--- src/rtl/pc_redirect_ctrl_pkg.sv ---
// ---------------------------------------------------------------------------
// pc_redirect_ctrl_pkg
//
// Shared definitions for the front-end redirect controller:
//   - rd_state_t     : controller state encoding
//   - rd_src_t       : which redirect source won arbitration in a cycle
//   - FLUSH_IF/ALL   : flush class attached to a redirect
//   - RESET_PC       : boot PC, shared with the PC register
//   - next_insn_pc() : PC of the sequentially following instruction
// ---------------------------------------------------------------------------
package pc_redirect_ctrl_pkg;

    // Boot address; the PC register uses the same constant.
    localparam logic [31:0] RESET_PC = 32'h8000_0000;

    // Flush class: FLUSH_IF squashes only IF/ID (decode-stage redirect),
    // FLUSH_ALL squashes both IF/ID and ID/EX.
    localparam logic FLUSH_IF  = 1'b0;
    localparam logic FLUSH_ALL = 1'b1;

    typedef enum logic [2:0] {
        IDLE         = 3'd0,
        PENDING      = 3'd1,
        FENCE_DRAIN  = 3'd2,
        FENCE_INV    = 3'd3,
        FENCE_RESUME = 3'd4
    } rd_state_t;

    typedef enum logic [2:0] {
        SRC_NONE       = 3'd0,
        SRC_TRAP       = 3'd1,
        SRC_MISPREDICT = 3'd2,
        SRC_BRANCH     = 3'd3,
        SRC_FENCE      = 3'd4,
        SRC_EARLY_JUMP = 3'd5
    } rd_src_t;

    // Address of the next sequential 32-bit instruction; wraps mod 2^32.
    function automatic logic [31:0] next_insn_pc(input logic [31:0] pc);
        return pc + 32'd4;
    endfunction

endpackage

--- src/rtl/pc_redirect_ctrl_prio_mux.sv ---
// ---------------------------------------------------------------------------
// redirect_prio_mux
//
// Combinational priority encoder over the five redirect sources.
// Priority, highest first: trap > mispredict > branch > fence.i > early jump.
//
// Ports:
//   trap_valid/trap_target             : CSR trap or xRET
//   mispredict_valid/mispredict_pc     : wrong path, restart at pc + 4
//   branch_valid/branch_target         : resolved EX branch/jump
//   fence_i_valid/fence_pc             : fence.i, resume at fence_pc + 4
//   early_jump_valid/early_jump_target : decode-stage jump
//   hit                                : some source is requesting
//   target                             : winning target address
//   flush_class                        : FLUSH_IF or FLUSH_ALL for the winner
//   src                                : identity of the winner
// ---------------------------------------------------------------------------
module redirect_prio_mux
    import pc_redirect_ctrl_pkg::*;
(
    input  logic        trap_valid,
    input  logic [31:0] trap_target,
    input  logic        mispredict_valid,
    input  logic [31:0] mispredict_pc,
    input  logic        branch_valid,
    input  logic [31:0] branch_target,
    input  logic        fence_i_valid,
    input  logic [31:0] fence_pc,
    input  logic        early_jump_valid,
    input  logic [31:0] early_jump_target,
    output logic        hit,
    output logic [31:0] target,
    output logic        flush_class,
    output rd_src_t     src
);

    always_comb begin
        hit         = 1'b1;
        target      = '0;
        flush_class = FLUSH_IF;
        src         = SRC_NONE;
        if (trap_valid) begin
            target      = trap_target;
            flush_class = FLUSH_ALL;
            src         = SRC_TRAP;
        end else if (mispredict_valid) begin
            target      = next_insn_pc(mispredict_pc);
            flush_class = FLUSH_ALL;
            src         = SRC_MISPREDICT;
        end else if (branch_valid) begin
            target      = branch_target;
            flush_class = FLUSH_ALL;
            src         = SRC_BRANCH;
        end else if (fence_i_valid) begin
            // Fence resumes at the following instruction; flushes are
            // sequenced by the FSM, so the class here is informational.
            target      = next_insn_pc(fence_pc);
            flush_class = FLUSH_ALL;
            src         = SRC_FENCE;
        end else if (early_jump_valid) begin
            // Jump is still in decode, so only IF/ID holds wrong-path work.
            target      = early_jump_target;
            flush_class = FLUSH_IF;
            src         = SRC_EARLY_JUMP;
        end else begin
            hit = 1'b0;
        end
    end

endmodule

--- src/rtl/pc_redirect_ctrl.sv ---
// ---------------------------------------------------------------------------
// pc_redirect_ctrl
//
// Front-end redirect controller. Arbitrates all PC redirect sources, holds a
// redirect that arrives while fetch is stalled, and sequences fence.i
// (drain -> I-cache invalidate -> resume).
//
// Ports:
//   clk, rst                        : clock, async active-high reset
//   trap_*, mispredict_*, branch_*,
//   early_jump_*, fence_i_valid,
//   fence_pc                        : redirect requests
//   pipe_empty                      : no outstanding MEM/WB stores
//   stall_fetch                     : fetch cannot accept a new PC
//   icache_inv_done                 : invalidate complete pulse
//   redirect_valid/redirect_pc      : registered PC load command
//   flush_if_id, flush_id_ex        : pipeline register squash strobes
//   fetch_hold                      : PC must not advance
//   icache_inv_req                  : level invalidate request
//   busy                            : controller not in IDLE
// ---------------------------------------------------------------------------
module pc_redirect_ctrl
    import pc_redirect_ctrl_pkg::*;
(
    input  logic        clk,
    input  logic        rst,
    input  logic        trap_valid,
    input  logic [31:0] trap_target,
    input  logic        mispredict_valid,
    input  logic [31:0] mispredict_pc,
    input  logic        branch_valid,
    input  logic [31:0] branch_target,
    input  logic        early_jump_valid,
    input  logic [31:0] early_jump_target,
    input  logic        fence_i_valid,
    input  logic [31:0] fence_pc,
    input  logic        pipe_empty,
    input  logic        stall_fetch,
    input  logic        icache_inv_done,
    output logic        redirect_valid,
    output logic [31:0] redirect_pc,
    output logic        flush_if_id,
    output logic        flush_id_ex,
    output logic        fetch_hold,
    output logic        icache_inv_req,
    output logic        busy
);

    rd_state_t   state;
    logic [31:0] pend_target;
    logic        pend_class;
    logic [31:0] fence_target;

    logic        win_hit;
    logic [31:0] win_target;
    logic        win_class;
    rd_src_t     win_src;
    logic        win_strong;
    logic [31:0] pend_target_now;
    logic        pend_class_now;

    redirect_prio_mux u_prio (
        .trap_valid        (trap_valid),
        .trap_target       (trap_target),
        .mispredict_valid  (mispredict_valid),
        .mispredict_pc     (mispredict_pc),
        .branch_valid      (branch_valid),
        .branch_target     (branch_target),
        .fence_i_valid     (fence_i_valid),
        .fence_pc          (fence_pc),
        .early_jump_valid  (early_jump_valid),
        .early_jump_target (early_jump_target),
        .hit               (win_hit),
        .target            (win_target),
        .flush_class       (win_class),
        .src               (win_src)
    );

    // Sources allowed to overwrite a pending redirect: anything from EX/MEM
    // or the CSR unit. Early jumps and fence.i lose to the pending flush.
    assign win_strong = win_hit && ((win_src == SRC_TRAP) ||
                                    (win_src == SRC_MISPREDICT) ||
                                    (win_src == SRC_BRANCH));

    // Latched redirect as it stands this cycle, including a same-cycle
    // overwrite, so a stronger request on the release edge is not lost.
    assign pend_target_now = win_strong ? win_target : pend_target;
    assign pend_class_now  = win_strong ? win_class  : pend_class;

    // Hold/request/busy are pure decodes of the state register, so they
    // change only on a clock edge and fall immediately on async reset.
    assign fetch_hold     = (state == PENDING) || (state == FENCE_DRAIN) ||
                            (state == FENCE_INV);
    assign icache_inv_req = (state == FENCE_INV);
    assign busy           = (state != IDLE);

    // Main controller: one-cycle strobes default low each cycle, redirect_pc
    // keeps its last value between redirects.
    always_ff @(posedge clk or posedge rst) begin
        if (rst) begin
            state          <= IDLE;
            redirect_valid <= 1'b0;
            redirect_pc    <= RESET_PC;
            flush_if_id    <= 1'b0;
            flush_id_ex    <= 1'b0;
            pend_target    <= '0;
            pend_class     <= FLUSH_IF;
            fence_target   <= '0;
        end else begin
            redirect_valid <= 1'b0;
            flush_if_id    <= 1'b0;
            flush_id_ex    <= 1'b0;
            unique case (state)
                IDLE: begin
                    if (win_hit) begin
                        if (win_src == SRC_FENCE) begin
                            fence_target <= win_target;
                            flush_if_id  <= 1'b1;
                            state        <= FENCE_DRAIN;
                        end else if (stall_fetch) begin
                            pend_target <= win_target;
                            pend_class  <= win_class;
                            state       <= PENDING;
                        end else begin
                            redirect_valid <= 1'b1;
                            redirect_pc    <= win_target;
                            flush_if_id    <= 1'b1;
                            flush_id_ex    <= (win_class == FLUSH_ALL);
                        end
                    end
                end

                PENDING: begin
                    if (win_strong) begin
                        pend_target <= win_target;
                        pend_class  <= win_class;
                    end
                    if (!stall_fetch) begin
                        redirect_valid <= 1'b1;
                        redirect_pc    <= pend_target_now;
                        flush_if_id    <= 1'b1;
                        flush_id_ex    <= (pend_class_now == FLUSH_ALL);
                        state          <= IDLE;
                    end
                end

                FENCE_DRAIN, FENCE_INV, FENCE_RESUME: begin
                    // A trap aborts the fence outright; the fence target is
                    // dropped and software re-executes fence.i after the
                    // handler. All other sources are ignored while fencing.
                    if (win_src == SRC_TRAP) begin
                        fence_target <= '0;
                        if (stall_fetch) begin
                            pend_target <= win_target;
                            pend_class  <= win_class;
                            state       <= PENDING;
                        end else begin
                            redirect_valid <= 1'b1;
                            redirect_pc    <= win_target;
                            flush_if_id    <= 1'b1;
                            flush_id_ex    <= 1'b1;
                            state          <= IDLE;
                        end
                    end else if (state == FENCE_DRAIN) begin
                        if (pipe_empty) begin
                            state <= FENCE_INV;
                        end
                    end else if (state == FENCE_INV) begin
                        if (icache_inv_done) begin
                            state <= FENCE_RESUME;
                        end
                    end else begin
                        if (!stall_fetch) begin
                            redirect_valid <= 1'b1;
                            redirect_pc    <= fence_target;
                            flush_if_id    <= 1'b1;
                            flush_id_ex    <= 1'b1;
                            state          <= IDLE;
                        end
                    end
                end

                default: begin
                    state <= IDLE;
                end
            endcase
        end
    end

endmodule

--- config.mk ---
export PLATFORM = sky130hd
export DESIGN_NAME = pc_redirect_ctrl
export DESIGN_NICKNAME = d
export VERILOG_FILES = /design/src/rtl/pc_redirect_ctrl_pkg.sv /design/src/rtl/pc_redirect_ctrl_prio_mux.sv /design/src/rtl/pc_redirect_ctrl.sv
export SDC_FILE = /design/constraint.sdc
export NUM_CORES = 1
export LEC_CHECK = 0
export CORE_MARGIN = 2
export CORE_UTILIZATION = 49
export DETAILED_ROUTE_END_ITERATION = 10
export HOLD_SLACK_MARGIN = 0.06
export PLACE_DENSITY = 0.82
export SLEW_MARGIN = 40
export SYNTH_ARGS = -nofsm -noshare
export SYNTH_HDL_FRONTEND = slang
export SYNTH_SLANG_ARGS = --single-unit
--- constraint.sdc ---
create_clock -name clk -period 4.6 [get_ports clk]
set_input_delay 1.38 -clock clk [delete_from_list [all_inputs] [get_ports clk]]
set_output_delay 1.38 -clock clk [all_outputs]
set_load 0.01 [all_outputs]
### Word-level counts from Yosys, hierarchy flattened

Index checks and enable logic that the tools add are counted.

* bits in read-only memories: 0
* memories kept: 0
* latch bits: 0
* output and inout bits: 38
* bits in registers: 103
* RAM bits: 0
* input port bits: 170

* magnitude comparators: 0
* mux-type cells: 70
* equality and inequality tests: 19
* shift-type cells: 0
* bitwise logic cells: 0
* add/sub/neg operators: 2
* div/mod/pow operators: 0
* multiply operators: 0
* reduce and logical (&&, ||, !) cells: 14

Operator list (count)
* 2-to-1 mux 32 bit: 21
* case mux 32 bit (3 select lines): 2
* adder 32 x 3 -> 32 bit, second input constant: 2
* case mux 32 bit (2 select lines): 1
* 2-to-1 mux 3 bit: 14
* 2-to-1 mux 1 bit: 27
* equality test 3 x 2 -> 1 bit, second input constant: 4
* inequality test 3 bit, second input constant: 4
* case mux 1 bit (3 select lines): 4
* AND reduction 4 bit: 3
* inequality test 2 bit, second input constant: 5
* case mux 3 bit (3 select lines): 1
* AND reduction 7 bit: 1
* equality test 3 x 1 -> 1 bit, second input constant: 2
* equality test 3 bit, second input constant: 2
* nonzero test 3 bit: 2
* inequality test 5 bit, second input constant: 1
* logical OR 1 bit: 4
* inequality test 4 bit, second input constant: 1
* zero test 3 bit: 1
* OR reduction 3 bit: 1
* nonzero test 2 bit: 1
* logical AND 1 bit: 1

### Longest topological paths before layout

* word-level depth: 12
* depth in mapped cells: 10

### Cells and area by module

A second synthesis with hierarchy kept.

* cell total of the unflattened synthesis: 917
* area, all modules: 7731.2 µm²

By module, submodules not included
* pc_redirect_ctrl: instances 1, area each 5235.0 µm², cells an instance 515
* redirect_prio_mux: instances 1, area each 2496.1 µm², cells an instance 402

### Least setup slack after synthesis

OpenSTA, ideal clock, no wires.

* kind: input port to flip-flop
* start point: in mispredict_pc[9]
* end point: reg redirect_pc[26]
* arrival time: 3299 ps
* setup time: 90 ps
* buffers on the path: 0
* setup slack: 1210 ps
* stages on the path: 7
* cell sequence: nand4_1 -> or4_4 -> mux2i_1 -> or3_1 -> o41a_1 -> a2bb2oi_1 -> o221ai_1

* cells in the longest elaborated chain, start to end: 7
* elaborated cells between the ends (all ways): 10
* those cells by class: 1 x add/sub; 9 x mux

Ends and longest elaborated chain
* start, declared: line pc_redirect_ctrl.sv:30 `input logic [31:0] mispredict_pc,`
* adder 32 x 3 -> 32 bit (*): line pc_redirect_ctrl_pkg.sv:40 `return pc + 32'd4;`
* 2-to-1 mux 32 bit (*): line pc_redirect_ctrl_prio_mux.sv:46 `end else if (mispredict_valid) begin`
* 2-to-1 mux 32 bit (*): line pc_redirect_ctrl_prio_mux.sv:42 `if (trap_valid) begin`
* 2-to-1 mux 32 bit: line pc_redirect_ctrl.sv:120, pc_redirect_ctrl.sv:153
* 2-to-1 mux 32 bit: line pc_redirect_ctrl.sv:116 `if (win_src == SRC_FENCE) begin`
* 2-to-1 mux 32 bit: line pc_redirect_ctrl.sv:115 `if (win_hit) begin`
* case mux 32 bit (3 select lines) (*): line pc_redirect_ctrl.sv:113 `unique case (state)`
* end signal, assigned: line pc_redirect_ctrl.sv:126 `redirect_pc <= win_target;`
* end signal, assigned: line pc_redirect_ctrl.sv:140 `redirect_pc <= pend_target_now;`
* end signal, assigned: line pc_redirect_ctrl.sv:159 `redirect_pc <= win_target;`
* end, declared: line pc_redirect_ctrl.sv:41 `output logic [31:0] redirect_pc,`

Mark *: on every way between the ends. The rest lies on a longest branch, timed or not. The select of a mux whose other input is x is not followed.
A chain may end at the register's enable or synchronous reset.

### Final worst setup path

* start point: in mispredict_pc[7]
* end point: reg redirect_pc[13]

The elaborated chain is that of the path after synthesis.

==> results_dict.tcl <==
set metrics [dict create \
    status "finished clean" \
    synthTopCellsByCount "nand2_1 (115), dfrtp_1 (102), o21ai_0 (99), a21oi_1 (67), nor2_1 (62)" \
    setup_slack_ps 500 \
    synth_edf_count 0 \
    synthCells 905 \
    vdd_drop_max_mv 0.222 \
    synthToLayoutAreaGrowth_pct 34.6 \
    fin_crit_sh_pct 89.1 \
    met2_usage_pct 52.7 \
    synth_cell_types 73 \
    netlist.area_leader.share_pct 34.7 \
    die_w_um 126 \
    finalSetupViolCount 0 \
    syn-cell-area_um2 7350 \
    drtPass1Iterations 5 \
    worstHoldPathType "register to register" \
    drt_wl_total_mm 28.1 \
    port_buffers 207 \
    slew_violations 0 \
    power_density_nw_per_um2 428 \
    die-area_um2 16000 \
    rsz0062_at_grt "false" \
    viasPerCell 6.47 \
    cts.path.max_buffers 2 \
    end_kind "register" \
    min_period_ps 4100 \
    tns_ps 0 \
    postCtsHoldBufs 0 \
    gr-total-overflow 0 \
    routabilityCongestion 1.02 \
    skew_ps 6.74 \
    grt_usage_pct 34.2 \
    path_class "input port to register" \
    clk_pin_slew_ps 70 \
    detail-route-antenna-nets 0 \
    holdWs_ps 480 \
    first_iter_violations 908 \
    initial_core_util_pct 50.4 \
    worstPathRequired_ps 4850 \
    rows 44 \
    ios 208 \
    antenna_found_initial 0 \
    cts_buffers 9 \
    seq_area_frac_synth_pct 35.1 \
    fmax_mhz 244 \
    hold_viol 0 \
    yosys-top-cells-area "dfrtp_1 (35%), o21ai_0 (6.7%), nand2_1 (5.9%), a21oi_1 (4.6%), nor2_1 (3.2%)" \
    crit_path_max_fanout 7 \
    tightestPinTransition_ps 1020 \
    cts-resized-gates 0 \
    core_um2 14600 \
    slew-limit-headroom_pct 30.6 \
    grt_pass1_wl_mm 42.7 \
    yosysMostFrequentCell "nand2_1" \
    diodes 0 \
    cts_setup_buffers 0 \
    dp_hpwl_mm 21.2 \
    use_met3_pct 5.99 \
    fin_total_pwr_uw 4230 \
    placed_cells 1266 \
    cts_root_buf "clkbuf_16" \
    first_global_vias 7715 \
    cp-start-kind "input port" \
    drv_cap 0 \
    synth_async_sr_flop_share_pct 100 \
    pre_cts_slack_ps 346 \
    top_usage_layer "met2" \
    syn_nets 1078 \
    syn_avg_cell_area_um2 8.12 \
    grt_max_degree 70 \
    drive_gt1_share_pct 7.57 \
    synth_area_leader_cell "dfrtp_1" \
    worstPathArrival_ps 4350 \
    ys_seq_elements 103 \
    stdcell_count 1281 \
    cts_sinks 103 \
    p_leak_uw 0.00391 \
    clk_latency_ps 340 \
    vias 8283 \
    die_y_um 126 \
    drc 0 \
    yosysWarnings 0 \
    synth_flop_cell "dfrtp_1" \
    cts_max_level 3 \
    cts_tree "done" \
    nNetsFinal 1266 \
    wire_per_inst_um 21.9 \
    gr-usage-met1_pct 47.3 \
]
==> worst max-delay path: stages <==
cell and delay, ps:
clkdlybuf4s50_1 570, nand3_1 280, nor4_2 520, xnor2_1 110, a2111oi_0 920, buf_4 270
a21oi_1 70, o31ai_1 240
==> layout by cell type (no fill, tap or decap), drive strengths merged, types with 6 or more instances in the layout <==
master / synthesis / layout
clkdlybuf4s50: 0 / 206
nand2: 115 / 115
dfrtp: 102 / 102
o21ai: 101 / 101
a21oi: 68 / 68
nor2: 62 / 62
buf: 11 / 40
inv: 27 / 27
nand3: 25 / 25
nand4: 23 / 23
a221oi: 23 / 23
a22oi: 21 / 21
xor2: 18 / 18
xnor2: 18 / 18
a22o: 17 / 17
nor3: 15 / 15
nor4: 15 / 15
nand2b: 13 / 13
o221ai: 13 / 13
clkbuf: 58 / 12
or3: 11 / 11
and3: 11 / 11
a221o: 10 / 10
and2: 10 / 10
and4: 9 / 9
o22ai: 7 / 7
o21a: 7 / 7
a211oi: 6 / 6
o31ai: 6 / 6
o31a: 6 / 6
==> flip-flops by register name, indices dropped and copies added (netlist names) <==
signal / count
pend_class: 1
flush_if_id: 1
redirect_valid: 1
fence_target: 32
redirect_pc: 32
pend_target: 32
state: 3
flush_id_ex: 1
==> metrics by stage <==
| stage | instance area (µm²) | util, % |
|---|---|---|
| 6_report | 9890 | 67.8 |
| 5_1_grt | 9890 | 67.8 |
| 4_1_cts | 9880 | 67.8 |
| 3_5_place_dp | 9590 | 65.7 |
| 3_3_place_gp | 9570 | 65.6 |
| 2_1_floorplan | 7350 | - |
==> kinds of logic after synthesis <==
logic type                 share of synthesized area (%)
AOI/OAI and AO/OA                                   30.5
xor gates and xnor gates                            4.29
adders and majority gates                          0.511
buffers and inverters                               6.71
DFF                                                 35.1
muxes                                               1.31
and+or+nand+nor                                     21.6
==> final timing paths <==
check,start,to,slack (ps),cells after the start
max in group asynchronous,rst,state[0],2450,3
hold / removal,pend_target[0],pend_target[0],480,2
setup / recovery,mispredict_pc[7],redirect_pc[13],500,8
min in group asynchronous,rst,redirect_pc[9],1510,2
setup reg to reg,state[0],pend_target[18],1700,5
hold reg to reg,pend_target[0],pend_target[0],480,2
==> area by class of cell <==
class                           instances  area, µm²
Clock buffer                           12        256
Clock inverter                          3       42.5
Fill cell                            1181       4700
Inverter                               27        106
Multi-Input combinational cell        706       4300
Sequential cell                       103       2580
Tap cell                              184        230
Timing Repair Buffer                  246       2380
==> report_power, final <==
group,internal [µW],total (µW),switching [µW]
Clock,448,773,325
Combinational,877,1870,991
Sequential,1300,1590,288
==> layer usage <==
metal	vias up	routed length, µm
met4	0	1260
met1	3843	11200
li1	3766	-
met3	86	3090
met2	588	12600
met5	-	0
No activity file was read; power rests on OpenSTA's default activity.
